==> src/rtl/maj_vote_pipe.sv <==
// N-lane bitwise majority voter with a one-deep output register and
// per-lane mismatch statistics (total count, consecutive count, sticky fault).
module maj_vote_pipe #(
  parameter int W      = 8,
  parameter int N      = 3,
  parameter int CNT_W  = 16,
  parameter int THRESH = 4
) (
  input  logic               clk,
  input  logic               reset,
  input  logic               in_valid,
  output logic               in_ready,
  input  logic [N*W-1:0]     in_data,
  input  logic               clear,
  output logic               out_valid,
  input  logic               out_ready,
  output logic [W-1:0]       out_data,
  output logic [N-1:0]       out_mismatch,
  output logic               out_agree,
  output logic [N-1:0]       fault,
  output logic [N*CNT_W-1:0] mis_cnt
);

  if ((N < 3) || (N > 7) || ((N % 2) == 0)) begin : g_bad_n
    $error("maj_vote_pipe: N must be odd and within 3..7");
  end
  if ((W < 1) || (W > 32)) begin : g_bad_w
    $error("maj_vote_pipe: W must be within 1..32");
  end
  if ((THRESH < 1) || ((CNT_W < 31) && (THRESH >= (1 << CNT_W)))) begin : g_bad_thresh
    $error("maj_vote_pipe: THRESH must be within 1..2^CNT_W-1");
  end

  localparam logic [CNT_W-1:0] THR = CNT_W'(THRESH);
  localparam logic [CNT_W-1:0] ONE = CNT_W'(1);

  logic               in_xfer;
  logic [W-1:0]       vote;
  logic [N-1:0]       mism;
  logic [3:0]         ones;
  logic [N*CNT_W-1:0] tot_q;
  logic [N*CNT_W-1:0] cons_q;

  assign in_ready = !out_valid || out_ready;
  assign in_xfer  = in_valid && in_ready;
  assign mis_cnt  = tot_q;

  always_comb begin
    vote = '0;
    mism = '0;
    ones = '0;
    for (int b = 0; b < W; b++) begin
      ones = '0;
      for (int i = 0; i < N; i++) begin
        ones = ones + {3'b000, in_data[i*W+b]};
      end
      vote[b] = (ones > 4'(N / 2));
    end
    for (int i = 0; i < N; i++) begin
      mism[i] = (in_data[i*W +: W] != vote);
    end
  end

  always_ff @(posedge clk) begin
    if (reset) begin
      out_valid    <= 1'b0;
      out_data     <= '0;
      out_mismatch <= '0;
      out_agree    <= 1'b0;
    end else if (in_xfer) begin
      out_valid    <= 1'b1;
      out_data     <= vote;
      out_mismatch <= mism;
      out_agree    <= ~|mism;
    end else if (out_ready) begin
      out_valid    <= 1'b0;
    end
  end

  // Statistics move only on accepted inputs; clear beats a same-cycle transfer.
  always_ff @(posedge clk) begin
    if (reset || clear) begin
      fault  <= '0;
      tot_q  <= '0;
      cons_q <= '0;
    end else if (in_xfer) begin
      for (int i = 0; i < N; i++) begin
        if (mism[i]) begin
          if (tot_q[i*CNT_W +: CNT_W] != '1) begin
            tot_q[i*CNT_W +: CNT_W] <= tot_q[i*CNT_W +: CNT_W] + ONE;
          end
          if (cons_q[i*CNT_W +: CNT_W] != THR) begin
            cons_q[i*CNT_W +: CNT_W] <= cons_q[i*CNT_W +: CNT_W] + ONE;
          end
          if ((cons_q[i*CNT_W +: CNT_W] + ONE) == THR) begin
            fault[i] <= 1'b1;
          end
        end else begin
          cons_q[i*CNT_W +: CNT_W] <= '0;
        end
      end
    end
  end

endmodule

==> config.mk <==
export PLATFORM = sky130hd
export DESIGN_NAME = maj_vote_pipe
export DESIGN_NICKNAME = d
export VERILOG_FILES = /design/src/rtl/maj_vote_pipe.sv
export SDC_FILE = /design/constraint.sdc
export NUM_CORES = 1
export LEC_CHECK = 0
export ABC_AREA = 0
export BUFFER_PORTS_ARGS = -buffer_cell sky130_fd_sc_hd__buf_2
export CAP_MARGIN = 20
export CORE_UTILIZATION = 35
export CTS_CLUSTER_DIAMETER = 150
export DETAILED_ROUTE_END_ITERATION = 8
export PLACE_DENSITY_LB_ADDON = 0.1
export REMOVE_ABC_BUFFERS = 1
export SYNTH_ARGS = -nofsm -noshare
export SYNTH_HDL_FRONTEND = slang
export SYNTH_SLANG_ARGS = --single-unit
==> constraint.sdc <==
create_clock -name clk -period 4.9 [get_ports clk]
set_input_delay 0.98 -clock clk [delete_from_list [all_inputs] [get_ports clk]]
set_output_delay 0.98 -clock clk [all_outputs]
set_load 0.01 [all_outputs]
==> results.cfg, run 1 <==
[outcome]
status = complete, no violations

[setup_path]
rr_endpoint = fault[2]
cp-start-kind = input pin
r2r-start = cons_q[32]
ff2ff_path_depth = 8
arrival_ns = 3.62
critPathCaptureType = register
required_ns = 5.11
worstPathMaxFanout = 22
rrSetupSlack_ns = 2.56
path_class = input pin to register

[cts]
postCtsHoldBufs = 0
cts_sinks = 112
cts_root_buffer = clkbuf_16
clockBufferDepth = 2
cts_tree = done
insertion_delay_ns = 0.36
cts_inserted_buffers = 9
htree_levels = 3
cts.clk_slew.worst_paths_ns = 0.08
cts-resized-gates = 0
cts_setup_buffers = 0

[final_layout]
fill_cells = 1786
n_antenna_cell = 0
drive_gt1_share_pct = 15.0
fin_nets = 915
area_delta_synth_final_pct = 14.7

[pwr]
power.total_w = 0.00192
p_leak_nw = 2.68
ir_worst_vdd_mv = 0.191
cellPowerDensity_mw_per_mm2 = 262

[synth]
synth.top_cell.area_share_pct = 35.2
synth_compound_area_share_pct = 15.0
synth.area.top_cells = dfxtp_1 (35%), xnor2_1 (5.5%), nor2_1 (5.5%)
synthXorXnorAreaFrac_pct = 9.08
synth_seq_cells = 112
yosysTopAreaCell = dfxtp_1
syn_area_per_cell_um2 = 7.93
async_reset_ff_share_pct = 0
synth_cell_types = 60
synth.area.mux_share_pct = 0.648
syn_area_mm2 = 0.00637
yosys_most_used_dff = dfxtp_1
synth-adder-area-share_pct = 3.34
synth_edf_count = 0
yosys_warnings = 0
synth_top_family_by_area = simple AND/OR/NAND/NOR gates
synthSimpleGateAreaFrac_pct = 32.8
ys_seq_area_share_pct = 35.2
synthCells = 803

[sta]
drv_slew = 0
hold_violations = 0
tns_ns = 0
tightest_slew_ns = 0.976
min_period_ns = 3.41
rsz0062_at_grt = no
setup-violations-final = 0
max_freq_mhz = 293
period_share_pct = 69.7
skew_ns = 0.0119
slew_headroom_pct = 34.9

[routing]
drt-total-wl_um = 16900
drc = 0
firstDrtPassIters = 5
drt_iter0_drc = 281
wl_per_cell_um = 15.3
antenna_left = 0
num_vias = 6054
viasPerCell = 5.51

[hold_path]
worstHoldStart = out_mismatch[2]
hold_end = out_mismatch[2]
hold-path-cell-count = 2
min_path_type = register to register

[floorplan]
die_w_um = 137
coreArea_mm2 = 0.0175
die_area_mm2 = 0.0187
start_util_pct = 36.3
ioPinCount = 94
die_h_um = 137
rows = 48

[place]
post-dp-hpwl_um = 11600
gp_congestion = 0.821
port_buffers = 93

[flow_run]
max-cap-violations = 0

[global_route]
first_global_vias = 5673
antenna_found_initial = 0
grt_pass1_wl_um = 27400
overflow = 0
grt_max_degree = 59
grt_usage_pct = 18.2
cells by family after synthesis:
| kind of cell | count (synthesis) |
|---|---|
| multiplexers | 4 |
| adder cells (fa/ha/maj) | 17 |
| flip-flops | 112 |
| AO/OA/AOI/OAI | 155 |
| buffers and inverters | 63 |
| XOR/XNOR | 66 |
| AND/OR/NAND/NOR | 386 |
power by group:
| group | leakage (nW) | internal (W) | switching (W) |
|---|---|---|---|
| Sequential | 0.906 | 0.000921 | 0.00000841 |
| Clock | 0.158 | 0.000415 | 0.000386 |
| Combinational | 1.61 | 0.0000655 | 0.000120 |
state kept, by name (all words and copies together), names as in the netlist:
name	count
cons_q	48
mis_cnt	48
out_mismatch	3
out_data	8
out_valid	1
fault	3
out_agree	1
layout make-up:
cell class	count	area (µm²)	share of cell area, %
inverters	18	67.6	0.925
flip-flops and latches	112	2240	30.7
repair buffers	100	518	7.10
well taps	225	282	3.86
clock buffers	9	225	3.08
clock inverters	7	95.1	1.30
multi-input cells	628	3870	53.0
stage by stage:
| stage | std cells | hold WS [ns] | cell area [µm²] | utilization, % | setup WS (ns) |
|---|---|---|---|---|---|
| 2_1_floorplan | 758 | 0.452 | 6180 | - | 1.50 |
| 3_3_place_gp | 1083 | 0.440 | 6980 | 39.8 | 1.20 |
| 3_5_place_dp | 1083 | 0.449 | 6980 | 39.8 | 1.10 |
| 4_1_cts | 1099 | 0.460 | 7300 | 41.6 | 1.49 |
| 5_1_grt | 1099 | 0.491 | 7300 | 41.6 | 1.21 |
| 6_report | 1099 | 0.457 | 7300 | 41.6 | 1.49 |
cells in the mapped netlist, types with 3 or more instances:
| cell | number |
|---|---|
| xor2_1 | 26 |
| and4_1 | 7 |
| nor2_1 | 93 |
| nor4_1 | 20 |
| dfxtp_1 | 112 |
| nand4b_1 | 4 |
| nor3_1 | 22 |
| and2_1 | 14 |
| nor4_2 | 3 |
| a32o_1 | 7 |
| a22oi_1 | 4 |
| a21oi_2 | 5 |
| xnor2_1 | 40 |
| a211oi_1 | 8 |
| buf_2 | 8 |
| inv_1 | 18 |
| o21ai_0 | 39 |
| clkbuf_1 | 34 |
| nor3b_1 | 9 |
| and3_1 | 30 |
| mux2i_1 | 3 |
| nor2b_1 | 12 |
| nand2b_1 | 3 |
| nand3b_1 | 8 |
| and4b_1 | 4 |
| nand2_1 | 58 |
| a31oi_1 | 11 |
| nand4_1 | 28 |
| o31ai_1 | 3 |
| or4_1 | 8 |
| a21oi_1 | 60 |
| or3_1 | 7 |
| or3b_1 | 3 |
| nand3_1 | 40 |
| ha_1 | 17 |
| nor4b_1 | 6 |
cell usage in the layout (no fill, tap or decap), drive strengths merged, types with 9 or more instances in the layout:
cell type	Yosys	final
a31oi	11	11
nor4	23	23
nor2	94	94
ha	17	17
o21ai	39	39
dfxtp	112	112
nand3	40	40
clkbuf	34	9
inv	18	23
a21oi	65	65
nor3	24	24
nand4	28	28
buf	11	100
xor2	26	26
nor3b	9	9
nand2	58	58
nor2b	12	12
and3	30	30
and2	15	15
xnor2	40	40
how the worst max path moves through the flow:
stage | start | end | slack, ns
after floorplan | out_ready | mis_cnt[17] | 1.50
after global placement | in_data[4] | cons_q[39] | 1.20
after detailed placement | in_data[4] | cons_q[37] | 1.10
after CTS | in_data[4] | cons_q[39] | 1.49
after global routing | in_data[4] | cons_q[39] | 1.21
final | in_data[4] | cons_q[39] | 1.49
routing by layer:
| layer | vias to the layer above | GRT usage (%) | part of all wire, % |
|---|---|---|---|
| met1 | 2870 | 22.0 | 46 |
| li1 | 3043 | - | - |
| met2 | 126 | 32.2 | 48 |
| met4 | 0 | 5.37 | 1.2 |
| met3 | 15 | 3.67 | 4.3 |
| met5 | - | 0 | 0 |
worst max-delay path: stages:
cell	delay (ns)
buf_2	0.12
ha_1	0.31
a21oi_1	0.32
xnor2_1	0.11
nor4_1	0.42
a21o_1	0.66
nand2b_1	0.45
or4_1	0.18
a21oi_1	0.06
Power figures use the tool's default switching activity.
==> run 2: changes to the inputs <==
clock period = 2.95 ns   (was 4.9 ns; I/O delays follow)
==> run 2 against run 1 <==
Die area unchanged. Critical path depth unchanged. Sequential power increased by 66%. Clock power rose by 55%. Routed wire length grew 3.2%. Critical endpoint is now cons_q[26]. Non-clock buffer count grew 15.
==> results.cfg, run 2 (same netlist as run 1, synthesis figures left out) <==
[hold_path]
worstHoldStart = fault[0]
min_path_type = register to register

[cts]
postCtsHoldBufs = 0
insertion_delay_ns = 0.37
cts_sinks = 112
cts_inserted_buffers = 9
clockBufferDepth = 2
cts_root_buffer = clkbuf_16
cts_setup_buffers = 0
cts_tree = done
cts-resized-gates = 0
htree_levels = 3
cts.clk_slew.worst_paths_ns = 0.08

[global_route]
first_global_vias = 5792
grt_max_degree = 80
grt_pass1_wl_um = 28400
grt_usage_pct = 19.0
antenna_found_initial = 0
overflow = 0

[final_layout]
fill_cells = 1783
fin_nets = 930
drive_gt1_share_pct = 16.3
fin_cells = 1113
area_delta_synth_final_pct = 16.2
final_common_cell = dfxtp_1
n_antenna_cell = 0
mostFrequentLayoutCells = dfxtp_1 (112), nor2_1 (93), buf_2 (93)
design_area_mm2 = 0.00740

[setup_path]
worstPathMaxFanout = 19
path_class = input pin to register
required_ns = 3.19
critPathLaunch = in_data[5]
r2r-start = mis_cnt[32]
arrival_ns = 2.77
critPathCaptureType = register
cp-start-kind = input pin

[sta]
min_period_ns = 2.52
hold_violations = 0
tightest_slew_ns = 0.742
hold-worst-slack_ns = 0.456
slew_headroom_pct = 50.2
skew_ns = 0.0157
max_freq_mhz = 396
setup-violations-final = 0
rsz0062_at_grt = no
tns_ns = 0
drv_slew = 0
period_share_pct = 85.6

[routing]
antenna_left = 0
met2_length_um = 8280
firstDrtPassIters = 4
drc = 0
num_vias = 6150
wl_per_cell_um = 15.6
viasPerCell = 5.53
drt-total-wl_um = 17400
top_layer_used = met4
drt_iter0_drc = 292
route.met3.wl_um = 845
wl_met1_um = 8070

[place]
gp_congestion = 0.817
port_buffers = 93
post-dp-hpwl_um = 12000
post_dp_cell_area_mm2 = 0.00712
placed_cells = 1098

[floorplan]
die_h_um = 137
start_util_pct = 36.3
coreArea_mm2 = 0.0175
die_area_mm2 = 0.0187
die_w_um = 137
ioPinCount = 94
rows = 48

[pwr]
cellPowerDensity_mw_per_mm2 = 420
ir_worst_vdd_mv = 0.277
p_leak_nw = 2.74

[flow_run]
max-cap-violations = 0

[outcome]
status = complete, no violations
## run 2: cell count changes in the layout (fill, tap and decap cells not counted), sizes merged
cell | previous run | this run
buf | 100 | 115
bufinv | 1 | 0
## run 2: path summary, 6_finish.rpt
kind / end / slack, ns / depth (start not counted)
worst max-delay path: cons_q[26] / 0.43 / 9
worst min-delay path: fault[0] / 0.46 / 2
worst max register to register: mis_cnt[39] / 0.48 / 8
worst min register to register: fault[0] / 0.46 / 2
## run 2: critical path, cell delays in order
cell,delay (ns)
buf_2,0.11
ha_1,0.22
nor2b_1,0.16
a2111oi_2,0.33
o2111ai_1,0.21
o31a_1,0.56
and2_1,0.31
a22oi_1,0.20
nor2_1,0.06
## run 2: per-layer routing
layer  track usage (%)  vias to the layer above
li1                  -                     3068
met1              23.8                     2897
met2              32.1                      170
met3              3.52                       15
met4              7.45                        0
met5                 0                        -
## run 2: report_power, final
part / internal (W) / leakage (nW) / total (W) / switching [W]
clock network: 0.000594 / 0.141 / 0.00124 / 0.000642
logic: 0.000125 / 1.70 / 0.000328 / 0.000203
registers: 0.00153 / 0.906 / 0.00154 / 0.0000140
total: 0.00225 / 2.74 / 0.00311 / 0.000858
## run 2: through the flow
stage	setup slack [ns]	total power, W	utilization (%)
finish	0.426	0.00311	42.2
global route	0.202	0.00326	42.2
CTS	0.434	0.00317	42.2
detailed placement	0.0281	0.00191	40.6
global placement	0.101	0.00190	40.6
floorplan	-0.0628	0.00177	-
## run 2: area by class of cell
type	count	area [µm²]	share of cell area, %
clock inverter	6	57.6	0.778
inverter	18	67.6	0.913
tap	225	282	3.80
multi-input combinational	628	3870	52.3
clock buffer	9	225	3.04
timing repair buffer	115	656	8.86
sequential	112	2240	30.3
==> run 3: changes to the inputs <==
CTS_CLUSTER_SIZE = 10   (was default)
MAX_ROUTING_LAYER = met4   (was default)
SLEW_MARGIN = 10   (was default)
==> run 3 against run 2 <==
Critical path depth unchanged. Die area unchanged. Fmax about the same. Largest cell class unchanged. Highest routed layer unchanged.
==> results.cfg, run 3 (same netlist as run 1, synthesis figures left out) <==
[outcome]
status = complete, no violations

[global_route]
antenna_found_initial = 0
first_global_vias = 5800
grt_pass1_wl_um = 28400
grt_usage_pct = 19.6
grt_max_degree = 80
overflow = 0

[setup_path]
path_class = input pin to register
ff2ff_path_depth = 8
rrSetupSlack_ns = 0.49
path_buf_inv = 1
cp-start-kind = input pin
rr_endpoint = mis_cnt[39]
critPathLaunch = in_data[5]
arrival_ns = 2.77
critical-path-top-delay-family = compound AO/OA/AOI/OAI gates
path_cells = buf_2, ha_1, nor2b_1, a2111oi_2, o2111ai_1, o31a_1, and2_1, a22oi_1, nor2_1
max_stage_delay_ns = 0.56
cp_slowest_cell = o31a_1
required_ns = 3.19
critPathCaptureType = register
r2r-start = mis_cnt[32]
worstPathMaxFanout = 19

[routing]
firstDrtPassIters = 5
num_vias = 6161
viasPerCell = 5.54
antenna_left = 0
wl_per_cell_um = 15.7
drc = 0
drt_iter0_drc = 299
drt-total-wl_um = 17400

[floorplan]
die_w_um = 137
start_util_pct = 36.3
ioPinCount = 94
die_h_um = 137
die_area_mm2 = 0.0187
coreArea_mm2 = 0.0175
rows = 48

[pwr]
cellPowerDensity_mw_per_mm2 = 420
p_leak_nw = 2.74
ir_worst_vdd_mv = 0.278

[final_layout]
n_antenna_cell = 0
drive_gt1_share_pct = 16.3
mostFrequentLayoutCells = dfxtp_1 (112), nor2_1 (93), buf_2 (93)
fin_nets = 930
area_delta_synth_final_pct = 16.2
final_util_pct = 42.2
regArea_mm2 = 0.00224
multiInputGateArea_mm2 = 0.00387
fill_cells = 1783
final_common_cell = dfxtp_1

[sta]
hold_violations = 0
tightest_slew_ns = 0.742
drv_slew = 0
period_share_pct = 85.6
rsz0062_at_grt = no
slew_headroom_pct = 50.1
skew_ns = 0.0131
setup-violations-final = 0
max_freq_mhz = 396
min_period_ns = 2.52
hold-worst-slack_ns = 0.456

[place]
gp_congestion = 0.830
port_buffers = 93
post-dp-hpwl_um = 12000

[cts]
insertion_delay_ns = 0.37
htree_levels = 3
cts_sinks = 112
cts_setup_buffers = 0
cts_tree = done
clockBufferDepth = 2
cts-resized-gates = 0
cts_root_buffer = clkbuf_16
postCtsHoldBufs = 0
cts_inserted_buffers = 9
cts.clk_slew.worst_paths_ns = 0.08

[flow_run]
max-cap-violations = 0

[hold_path]
hold-path-cell-count = 2
hold_end = fault[0]
worstHoldStart = fault[0]
min_path_type = register to register
run 3: cell counts in the layout (fill, tap and decap cells not counted):
No cell type changed its count.
run 3: worst reg2reg max path, cell delays in order (launching register included):
cell and delay [ns]:
dfxtp_1 0.42, ha_1 0.18, and2_1 0.17, nand4_1 0.28, nor3_1 0.71, buf_4 0.28
nor4_1 0.06, xnor2_1 0.18, nor2_1 0.06
run 3: worst max path at each step:
stage,endpoint,cells past startpoint
global placement,cons_q[26],9
global route,mis_cnt[39],8
floorplan,mis_cnt[17],6
detailed placement,cons_q[17],9
CTS,cons_q[18],9
finish,cons_q[26],9
run 3: area by class of cell:
type	count	share of cell area [%]
Clock buffer	9	3.04
Clock inverter	6	0.778
Inverter	18	0.913
Multi-Input combinational cell	628	52.3
Sequential cell	112	30.3
Tap cell	225	3.80
Timing Repair Buffer	115	8.86
run 3: routing by layer:
metal / global-route usage, % / routed length, µm / vias to the layer above
met5: - / 0 / -
met2: 32.0 / 8220 / 137
met4: 7.45 / 309 / 0
met1: 23.9 / 8180 / 2928
met3: 3.56 / 712 / 25
li1: - / - / 3071
run 3: where the power goes:
group	internal (W)	total, W	switching [W]
clock network	0.000594	0.00124	0.000644
registers	0.00153	0.00154	0.0000139
logic	0.000125	0.000329	0.000203
total	0.00225	0.00311	0.000861
run 3: through the flow:
| step | setup TNS, ns | setup slack [ns] | std cells | cell area [µm²] | power [W] |
|---|---|---|---|---|---|
| after floorplan | -0.0682 | -0.0628 | 758 | 6180 | 0.00177 |
| after global placement | 0 | 0.101 | 1098 | 7120 | 0.00190 |
| after detailed placement | 0 | 0.0281 | 1098 | 7120 | 0.00191 |
| after CTS | 0 | 0.434 | 1113 | 7400 | 0.00317 |
| after global routing | 0 | 0.205 | 1113 | 7400 | 0.00326 |
| final | 0 | 0.426 | 1113 | 7400 | 0.00311 |
